**src/rtl/fft_pease_helpers_pkg.sv**
```systemverilog
// fft_pease_helpers_pkg: state encoding and saturating negate shared by the pease FFT helpers.
package fft_pease_helpers_pkg;

    typedef enum logic [0:0] {
        LOAD = 1'b0,
        DONE = 1'b1
    } state_t;

    localparam int MAX_W = 64;

    // Width-generic: callers zero-extend to MAX_W, pass their real width and truncate the result.
    function automatic logic [MAX_W-1:0] neg_sat(input logic [MAX_W-1:0] s, input int unsigned w);
        logic [MAX_W-1:0] mask;
        logic [MAX_W-1:0] min_neg;
        logic [MAX_W-1:0] v;
        mask    = (w >= MAX_W) ? '1 : ((MAX_W'(1) << w) - MAX_W'(1));
        min_neg = MAX_W'(1) << (w - 1);
        v       = s & mask;
        return (v == min_neg) ? (min_neg - MAX_W'(1)) : ((~v + MAX_W'(1)) & mask);
    endfunction

endpackage

```
**src/rtl/fft_pease_helpers_sine_table_builder.sv**
```systemverilog
// fft_pease_helpers_sine_table_builder: expands a streamed quarter-wave into a full-period sine table.
module fft_pease_helpers_sine_table_builder
    import fft_pease_helpers_pkg::*;
#(
    parameter int BIT_WIDTH  = 32,
    parameter int DECIMAL_PT = 16,
    parameter int SIZE_FFT   = 8
) (
    input  logic                 clk,
    input  logic                 reset,
    input  logic [BIT_WIDTH-1:0] recv_msg,
    input  logic                 recv_val,
    output logic                 recv_rdy,
    input  logic                 clear,
    output logic [BIT_WIDTH-1:0] sine_wave_out [SIZE_FFT],
    output logic                 send_val
);

    localparam int IW = $clog2(SIZE_FFT);
    localparam int KW = $clog2(SIZE_FFT / 4 + 1);
    localparam logic [IW-1:0] HALF = IW'(SIZE_FFT / 2);
    localparam logic [KW-1:0] QTR  = KW'(SIZE_FFT / 4);

    if (SIZE_FFT < 4 || (SIZE_FFT & (SIZE_FFT - 1)) != 0 || DECIMAL_PT >= BIT_WIDTH) begin : g_param_check
        $error("sine_table_builder: SIZE_FFT must be a power of two >= 4 and DECIMAL_PT < BIT_WIDTH");
    end

    state_t               state;
    logic [KW-1:0]        k;
    logic [IW-1:0]        i_lo;
    logic [IW-1:0]        i_mir;
    logic [IW-1:0]        i_neg;
    logic [IW-1:0]        i_wrap;
    logic [BIT_WIDTH-1:0] s_neg;
    logic                 xfer;

    assign recv_rdy = (state == LOAD) && !clear;
    assign xfer     = recv_val && recv_rdy;
    assign send_val = state == DONE;

    // Index arithmetic wraps naturally in IW bits, giving the mod SIZE_FFT for free.
    always_comb begin
        i_lo   = IW'(k);
        i_mir  = HALF - i_lo;
        i_neg  = HALF + i_lo;
        i_wrap = -i_lo;
        s_neg  = BIT_WIDTH'(neg_sat(MAX_W'(recv_msg), BIT_WIDTH));
    end

    // Write order sets collision priority: the last assignment to an entry wins.
    always_ff @(posedge clk or negedge reset) begin
        if (!reset) begin
            state <= LOAD;
            k     <= '0;
            for (int m = 0; m < SIZE_FFT; m++) sine_wave_out[m] <= '0;
        end else if (clear) begin
            state <= LOAD;
            k     <= '0;
        end else if (xfer) begin
            sine_wave_out[i_lo]   <= recv_msg;
            sine_wave_out[i_mir]  <= recv_msg;
            sine_wave_out[i_neg]  <= s_neg;
            sine_wave_out[i_wrap] <= s_neg;
            state <= (k == QTR) ? DONE : LOAD;
            k     <= (k == QTR) ? '0 : k + 1'b1;
        end
    end

endmodule
```
**config.mk**
```make
export PLATFORM = sky130hd
export DESIGN_NAME = fft_pease_helpers_sine_table_builder
export DESIGN_NICKNAME = d
export VERILOG_FILES = /design/src/rtl/fft_pease_helpers_pkg.sv /design/src/rtl/fft_pease_helpers_sine_table_builder.sv
export SDC_FILE = /design/constraint.sdc
export NUM_CORES = 1
export LEC_CHECK = 0
export ABC_AREA = 1
export ABC_CLOCK_PERIOD_IN_PS = 4930
export BUFFER_PORTS_ARGS = -buffer_cell sky130_fd_sc_hd__buf_2
export CORE_MARGIN = 2
export CORE_UTILIZATION = 55
export CTS_CLUSTER_SIZE = 10
export DETAILED_ROUTE_END_ITERATION = 8
export PLACE_DENSITY = 0.87
export SLEW_MARGIN = 20
export SYNTH_ARGS = -nofsm -noshare
export SYNTH_HDL_FRONTEND = slang
export SYNTH_SLANG_ARGS = --single-unit
```
**constraint.sdc**
```tcl
create_clock -name clk -period 4.93 [get_ports clk]
set_input_delay 0.2465 -clock clk [delete_from_list [all_inputs] [get_ports clk]]
set_output_delay 0.2465 -clock clk [all_outputs]
set_load 0.05 [all_outputs]
```
==> flow_metrics.py <==
metrics = {
    "job": {
        "maxCapViolations": 0,
    },
    "routing": {
        "wl_per_cell_um": 20.4,
        "wl_met1_um": 18200,
        "routed_via_density": 5.93,
        "drc": 0,
        "final_antenna_net_count": 0,
        "via_count": 13000,
        "wl_met3_um": 5700,
        "routed_wirelength_um": 44900,
        "dr.pass1.iters": 6,
        "wl_met2_um": 19300,
        "top_layer_used": "met4",
        "drt-initial-drc-count": 1907,
    },
    "clock_tree": {
        "path_clk_slew_ns": 0.06,
        "clockBufferDepth": 3,
        "cts_tree": "yes",
        "cts-htree-levels": 1,
        "cts_setup_buffers": 0,
        "cts_buffers": 30,
        "post_cts_resized": 0,
        "worstSkewPairLatency_ns": 0.55,
        "cts_root_buf": "clkbuf_16",
        "clock-sinks": 259,
    },
    "timing": {
        "post-route-period-util_pct": 64.2,
        "holdWs_ns": 0.00133,
        "relSlewSlack_pct": 26.9,
        "grt_setup_unrepaired": "no",
        "clock.fmax_mhz": 316,
        "setup_tns_ns": 0,
        "hold_viol": 0,
        "setup_ws_ns": 1.76,
        "drv_slew": 0,
        "setup_violations": 0,
        "tightest_slew_ns": 1.09,
        "min_period_ns": 3.17,
        "clock_skew_ns": 0.0119,
    },
    "finish": {
        "final_cell_mix": "568 x nand2_1, 292 x buf_2, 259 x dfrtp_1",
        "final_common_cell": "nand2_1",
        "final_util_pct": 66.2,
        "drive_gt1_share_pct": 24.1,
        "fin_cells": 2199,
        "nets": 1919,
        "antenna-diode-count": 0,
        "area_delta_synth_final_pct": 17.3,
    },
    "setup_path": {
        "path_max_fanout": 35,
        "cp_top_family": "buffers and inverters",
        "cp_num_buf_inv": 3,
        "critPathCaptureType": "flop",
        "max_stage_delay_ns": 0.59,
        "crit_required_ns": 5.40,
        "cp_cell_sequence": "inv_1 > ha_1 > buf_4 > nand2_1 > nor2_4 > inv_1 > nor3_1 > nor2_1 > a2bb2oi_1",
        "crit_top_cell": "inv_1",
        "slowest_stage": "inv_1",
        "arrival_ns": 3.63,
        "critPathLaunchType": "flop",
        "crit_type": "reg2reg",
    },
    "placement": {
        "dp_cells": 2160,
        "place_ws_ns": 1.84,
        "portBuffers": 293,
        "hpwl_um": 29500,
        "place_congestion": 0.908,
    },
    "floorplanning": {
        "io_pins": 294,
        "die-area_mm2": 0.0255,
        "num_rows": 56,
        "start_util_pct": 56.4,
        "die_h_um": 160,
        "die_w_um": 160,
        "coreArea_mm2": 0.0236,
    },
    "min_path": {
        "hold_path_class": "in2reg",
    },
    "synth": {
        "synth_flop_cell": "dfrtp_1",
        "syn_area_per_cell_um2": 8.08,
        "synthDistinctLibCells": 44,
        "synth_edf_count": 0,
        "synth_cells": 1648,
        "ys_seq_area_share_pct": 48.7,
        "netlist_area_mm2": 0.0133,
        "ys_seq_elements": 259,
        "async_flop_share_pct": 100,
        "syn_nets": 1693,
        "yosys_warnings": 0,
    },
    "global_route": {
        "grt_pass1_wl_um": 69800,
        "grt_max_degree": 146,
        "overflow": 0,
        "grt_pass1_vias": 12300,
        "antenna_found_initial": 0,
        "grt_use_total_pct": 34.6,
    },
    "power_and_ir_drop": {
        "cellPowerDensity_mw_per_mm2": 655,
        "p_leak_nw": 8.32,
        "vdd_drop_max_mv": 0.485,
    },
    "status": {
        "status": "complete, no violations",
    },
}
-- path summary, 6_finish.rpt --
kind | from | end | slack [ns] | cells after the start
setup / recovery | k[0]$_DFFE_PN0P_ | sine_wave_out[0]$_DFFE_PN0P_ | 1.76 | 9
hold / removal | clear | send_val$_DFFE_PN0P_ | 0.001 | 2
setup reg to reg | k[0]$_DFFE_PN0P_ | sine_wave_out[0]$_DFFE_PN0P_ | 1.76 | 9
hold reg to reg | sine_wave_out[54]$_DFFE_PN0P_ | sine_wave_out[54]$_DFFE_PN0P_ | 0.47 | 2
max in group asynchronous | reset | sine_wave_out[25]$_DFFE_PN0P_ | 3.32 | 3
min in group asynchronous | reset | sine_wave_out[78]$_DFFE_PN0P_ | 0.33 | 2
-- metal layers --
| layer | up-vias | track usage (%) |
|---|---|---|
| li1 | 5809 | - |
| met1 | 6155 | 50.3 |
| met2 | 926 | 50.9 |
| met3 | 154 | 8.18 |
| met4 | 0 | 12.1 |
| met5 | - | 0 |
-- worst register-to-register path, cell delays in order, from the launching register on --
cell and delay (ns):
dfrtp_1 0.45, inv_1 0.20, ha_1 0.20, buf_4 0.37, nand2_1 0.19, nor2_4 0.51
inv_1 0.60, nor3_1 0.29, nor2_1 0.06, a2bb2oi_1 0.21
-- metrics by stage --
step	cell area, µm²	power (W)
after floorplan	13300	0.00691
after global placement	14800	0.00811
after detailed placement	14800	0.00818
final	15600	0.0102
after CTS	15600	0.0102
after global routing	15600	0.0106
-- sequential cells by signal, summed over array words and instances (netlist names) --
| register | flops |
|---|---|
| sine_wave_out | 256 |
| send_val | 1 |
| k | 2 |
-- cell families after synthesis --
logic type,share of synthesized area (%)
and+or+nand+nor,28.2
muxes,0.601
buffers and inverters,6.64
xor gates and xnor gates,0.263
DFF,48.7
AOI/OAI and AO/OA,14.8
adders and majority gates,0.845
-- report_power, final --
group          switching (W)  internal, W  total [W]
clock network       0.000844      0.00118    0.00202
registers           0.000476      0.00287    0.00334
logic                0.00386      0.00101    0.00488
total                0.00518      0.00506     0.0102
-- synthesized netlist by cell type, drive strengths merged (24+ instances only) --
cell type  number  area (µm²)
a31oi          25         156
o21ai         148         756
nand3          58         551
nor2          144         633
nand2         590        2320
clkbuf         64         240
buf            49         335
a21oi          97         485
inv            74         280
o211ai         24         180
dfrtp         259        6480
a2bb2oi        24         210
-- final cells by class --
class / instances / area (µm²)
Multi-Input combinational cell: 1195 / 6000
Inverter: 81 / 309
Clock buffer: 37 / 808
Tap cell: 319 / 399
Clock inverter: 1 / 30.0
Fill cell: 1992 / 7990
Sequential cell: 259 / 6480
Timing Repair Buffer: 307 / 1600
-- timing repair --
action | CTS | global route
hold buffers | 1 | 0
endpoints found under the setup margin | 0 | 0
endpoints found under the hold margin | 114 | 0
No activity file was read; power rests on OpenSTA's default activity.
